==> src/rtl/mux_arb_pkg.sv <==
// Shared types and sizes for the 8-way round-robin mux arbiter.
package mux_arb_pkg;

    localparam int unsigned N_REQ = 8;
    localparam int unsigned SEL_W = 3;

    typedef enum logic {
        ARB_IDLE = 1'b0,
        ARB_HOLD = 1'b1
    } arb_state_t;

    // Pointer advance past the winner; 3-bit natural wrap takes 7 back to 0.
    function automatic logic [SEL_W-1:0] next_ptr(input logic [SEL_W-1:0] winner);
        return SEL_W'(winner + SEL_W'(1));
    endfunction

endpackage : mux_arb_pkg

==> src/rtl/rr_pick8.sv <==
// Rotating priority encoder: first set req bit searching from ptr upward, mod 8.
module rr_pick8
    import mux_arb_pkg::*;
(
    input  logic [N_REQ-1:0] req,
    input  logic [SEL_W-1:0] ptr,
    output logic             any,
    output logic [SEL_W-1:0] idx,
    output logic [N_REQ-1:0] onehot
);

    logic [SEL_W-1:0] cand;
    logic             found;

    always_comb begin
        cand  = '0;
        found = 1'b0;
        idx   = '0;
        for (int i = 0; i < N_REQ; i++) begin
            cand = SEL_W'(ptr + SEL_W'(i));
            if (!found && req[cand]) begin
                found = 1'b1;
                idx   = cand;
            end
        end
    end

    assign any    = |req;
    assign onehot = any ? (N_REQ'(1) << idx) : '0;

endmodule : rr_pick8

==> src/rtl/mux8_rr_arbiter.sv <==
// Round-robin arbiter sharing one 8:1 data mux; registered output with valid/ready.
module mux8_rr_arbiter
    import mux_arb_pkg::*;
#(
    parameter int unsigned WIDTH = 4
) (
    input  logic             clk,
    input  logic             rst,
    input  logic [N_REQ-1:0] req,
    input  logic [WIDTH-1:0] D0,
    input  logic [WIDTH-1:0] D1,
    input  logic [WIDTH-1:0] D2,
    input  logic [WIDTH-1:0] D3,
    input  logic [WIDTH-1:0] D4,
    input  logic [WIDTH-1:0] D5,
    input  logic [WIDTH-1:0] D6,
    input  logic [WIDTH-1:0] D7,
    output logic [N_REQ-1:0] gnt,
    output logic [WIDTH-1:0] Y,
    output logic [SEL_W-1:0] Y_sel,
    output logic             Y_valid,
    input  logic             Y_ready
);

    arb_state_t       state_q, state_d;
    logic [SEL_W-1:0] ptr_q, ptr_d;
    logic [WIDTH-1:0] y_q, y_d;
    logic [SEL_W-1:0] sel_q, sel_d;
    logic             valid_q, valid_d;

    logic             pick_any;
    logic [SEL_W-1:0] pick_idx;
    logic [N_REQ-1:0] pick_onehot;
    logic [WIDTH-1:0] mux_data;
    logic             accept;
    logic             slot_free;

    rr_pick8 u_pick (
        .req    (req),
        .ptr    (ptr_q),
        .any    (pick_any),
        .idx    (pick_idx),
        .onehot (pick_onehot)
    );

    // Shared 8:1 select path driven by the picker's index.
    always_comb begin
        mux_data = '0;
        case (pick_idx)
            3'd0:    mux_data = D0;
            3'd1:    mux_data = D1;
            3'd2:    mux_data = D2;
            3'd3:    mux_data = D3;
            3'd4:    mux_data = D4;
            3'd5:    mux_data = D5;
            3'd6:    mux_data = D6;
            3'd7:    mux_data = D7;
            default: mux_data = '0;
        endcase
    end

    // Output slot can take a new word when empty or when it is draining this cycle.
    assign slot_free = (state_q == ARB_IDLE) || (valid_q && Y_ready);
    assign accept    = slot_free && pick_any && !rst;
    assign gnt       = pick_onehot & {N_REQ{accept}};

    always_comb begin
        state_d = state_q;
        ptr_d   = ptr_q;
        y_d     = y_q;
        sel_d   = sel_q;
        valid_d = valid_q;
        if (accept) begin
            y_d     = mux_data;
            sel_d   = pick_idx;
            valid_d = 1'b1;
            ptr_d   = next_ptr(pick_idx);
            state_d = ARB_HOLD;
        end else if ((state_q == ARB_HOLD) && Y_ready) begin
            // Drained with nobody waiting: keep Y/Y_sel, just drop valid.
            valid_d = 1'b0;
            state_d = ARB_IDLE;
        end
    end

    always_ff @(posedge clk) begin
        if (rst) begin
            state_q <= ARB_IDLE;
            ptr_q   <= '0;
            y_q     <= '0;
            sel_q   <= '0;
            valid_q <= 1'b0;
        end else begin
            state_q <= state_d;
            ptr_q   <= ptr_d;
            y_q     <= y_d;
            sel_q   <= sel_d;
            valid_q <= valid_d;
        end
    end

    assign Y       = y_q;
    assign Y_sel   = sel_q;
    assign Y_valid = valid_q;

endmodule : mux8_rr_arbiter

==> config.mk <==
export PLATFORM = sky130hd
export DESIGN_NAME = mux8_rr_arbiter
export DESIGN_NICKNAME = d
export VERILOG_FILES = /design/src/rtl/mux_arb_pkg.sv /design/src/rtl/rr_pick8.sv /design/src/rtl/mux8_rr_arbiter.sv
export SDC_FILE = /design/constraint.sdc
export NUM_CORES = 1
export LEC_CHECK = 0
export ABC_AREA = 0
export CAP_MARGIN = 10
export CORE_MARGIN = 4
export CORE_UTILIZATION = 42
export DETAILED_ROUTE_END_ITERATION = 7
export PLACE_DENSITY = 0.78
export SKIP_CTS_REPAIR_TIMING = 1
export SYNTH_ARGS = -nofsm -noshare
export SYNTH_HDL_FRONTEND = slang
export SYNTH_SLANG_ARGS = --single-unit
export TNS_END_PERCENT = 20
==> constraint.sdc <==
create_clock -name clk -period 5.1 [get_ports clk]
set_clock_uncertainty 0.05 [all_clocks]
set_input_delay 0.51 -clock clk [delete_from_list [all_inputs] [get_ports clk]]
set_output_delay 0.51 -clock clk [all_outputs]
set_load 0.02 [all_outputs]
==> key figures <==
Global route
  • First-pass GRT wire length: between 8000 and 9000 um
  • Pin count of the biggest net entering global routing: 19
  • Initial antenna violation count: 0
  • GR Overflow Total: 0
  • Total track usage: 0.2060
  • Vias in the first global route: 1866

Final layout
  • Share of cells above drive strength 1: 0.1556
  • Post-Layout Cell Count: approximately 320
  • Final Core Density: 0.6397
  • N_diodes: 0
  • Most common cell after layout, fill and taps aside: clkdlybuf4s50_1
  • Most frequent cells in the layout: clkdlybuf4s50_1 (56), a21oi_1 (22), nand2_1 (19), nor2_1 (14), buf_4 (12)
  • Syn-to-layout area delta: 43.77%
  • Final nets: 322

Timing
  • Final Cycle Share: 0.9585
  • Setup TNS: 0 ps
  • Slew @ Worst Pin: 615.1 ps
  • Max Transition Viols Final: 0
  • Final Hold Fails: 0
  • Max Freq: 0.2046 GHz
  • RSZ-0062 raised after global routing: no
  • Final setup fails: 0
  • Slew margin rel.: 0.5894
  • Min Clock Period, post-route: 4888 ps

Power and ir drop
  • Peak supply drop: between 0.0005 and 0.0006 V
  • Total power per unit cell area: between 700 and 800 nW/um^2
  • Static leakage: 0.9640 nW

Synthesis
  • Largest family of logic cells by synthesized area: compound AO/OA/AOI/OAI gates
  • Post-synthesis mux area share: 0.2192
  • Top FF cell, synth: dfxtp_1
  • Post-synth ARST share: 0
  • XOR/XNOR Fraction of Synth Area: 0.02088
  • Post-synthesis cell area: 1678 um^2
  • Cells after Synth: between 200 and 250
  • Syn Nets: 259
  • Post-Synth Adder-Cell Area: 0.05966
  • FF+latch count, synth: 11
  • Synth Area in Simple Gates: 0.2543
  • Yosys warns: 0
  • Sequential share of the synthesized area: 0.1312
  • Post-synthesis compound-gate area fraction: 0.2655
  • Mean post-synth cell area: around 8 um^2
  • EDFF count, synth: 0
  • Count of cell types in the netlist: 53

Clocking
  • Clk pin slew, worst setup/hold paths: 50 ps
  • CTS Buffer Depth: 2
  • TritonCTS buffer count: 3
  • Root Driver: clkbuf_8
  • Clock latency on the worst-skew pair: 240 ps
  • TritonCTS clock tree: yes
  • CTS Sinks: 11
  • H-Tree Level Count: 1

Placed design
  • Gp weighted congestion: 0.9405
  • PortBufs: 58
  • Placed insts: 314
  • Dpl hpwl: approximately 4200 um

Detailed routing
  • 1st-pass router iterations: 6
  • Vias: 1932
  • Post-route DRC: 0
  • Starting DRC count in detailed routing: 236
  • Vias per cell: 6.075
  • Routed length per placed instance: 16.44 um
  • Routed Antenna Nets: 0
  • Routed WL: 5228 um

Setup path
  • CP Capture Type: primary output
  • Kind of critical path: in2out
  • Startpoint Class: input pin
  • Arrival @ worst endpoint: 4330 ps
  • Worst-path fanout max: 12
  • Req. time, crit path: roughly 4500 ps

Floorplanning
  • Core area: ~3800 um^2
  • Starting Density: 0.4449
  • Chip width: 71.21 um
  • I/O pins: 59
  • Die ar.: 5070 um^2
  • Floorplan row count: 22
  • Die span in y: approximately 71 um

Outcome
  • Status: finished clean

Min path
  • Hold crit path type: reg2reg

Job
  • Max_cap viols: 0
area by class of cell:
type | instances | area, um^2
tap | 48 | 60.06
timing repair buffer | 70 | 675.6
clock buffer | 3 | 41.29
fill | 313 | 1359
inverter | 7 | 26.28
multi-input combinational | 178 | 1384
sequential | 11 | 220.2
clock inverter | 1 | 5.005
cells by family after synthesis:
kind of cell	count (synthesis)
flip-flops	11
multiplexers	24
adder cells (fa/ha/maj)	8
XOR/XNOR	4
AND/OR/NAND/NOR	78
AO/OA/AOI/OAI	64
buffers and inverters	19
state kept, by name, summed over array words and instances (netlist names):
register and count:
Y 4, Y_sel 3, ptr_q 3, Y_valid 1
cells in the mapped netlist, types with 2 or more instances:
master    instances  area share
a21oi_1          22       0.066
nand2_1          19       0.043
nor2_1           14       0.031
dfxtp_1          11        0.13
a22oi_1          10       0.045
mux2i_1           9       0.054
ha_1              8       0.060
and2_1            7       0.026
and3_1            7       0.026
clkbuf_1          7       0.016
inv_1             7       0.016
mux4_2            7       0.094
mux2_2            6       0.040
a211oi_1          5       0.022
nor3b_1           5       0.022
or3_1             5       0.019
a222oi_1          3       0.018
buf_2             3      0.0089
nor2b_1           3       0.011
nor3_1            3      0.0089
or2_2             3       0.011
xor2_1            3       0.016
a21o_1            2      0.0089
a22o_1            2       0.010
a31oi_1           2      0.0075
buf_4             2      0.0089
mux4_1            2       0.031
nor4_1            2      0.0075
o211ai_1          2      0.0089
o31ai_1           2      0.0089
o32ai_1           2       0.010
or4_1             2      0.0089
routing by layer:
layer  global-route usage  wire length (um)
met5                    0                 0
met4              0.04593                61
met3              0.02983               331
met2               0.3286              2519
met1               0.2923              2315
power by group:
group | switching [W] | leakage, nW | internal, W
clock network | 0.0000322 | 0.0255 | 0.0000536
logic | 0.000834 | 0.847 | 0.000690
registers | 0.0000244 | 0.0911 | 0.000115
total | 0.000890 | 0.964 | 0.000858
worst max-delay path, stage by stage:
cell             delay [ps]
clkdlybuf4s50_1         490
mux4_2                  570
or3_1                   410
or2_4                   260
or3_4                   420
o2111ai_1               360
ha_1                    480
and3_1                  230
clkdlybuf4s50_1         600
final timing paths:
kind / startpoint / to / slack [ps] / depth (start not counted)
worst max register to register: ptr_q[1] / Y[1] / 590 / 18
worst min-delay path: Y_sel[2] / Y_sel[2] / 410 / 1
worst min register to register: Y_sel[2] / Y_sel[2] / 410 / 1
worst max-delay path: req[0] / gnt[6] / 210 / 9
metrics by stage:
stage | total power, W | cell area (um^2) | setup slack, ps | hold slack [ps]
after detailed placement | 0.001618 | 2352 | 86.60 | 400.6
after global routing | 0.001921 | 2412 | 3.202 | 445.2
final | 0.001748 | 2412 | 211.8 | 411.7
after floorplan | 0.001195 | 1678 | 281.3 | 520.9
after global placement | 0.001619 | 2352 | 189.2 | 390.6
after CTS | 0.001717 | 2399 | 77.18 | 417.7
Note: power is estimated with default switching activity, not from simulation.
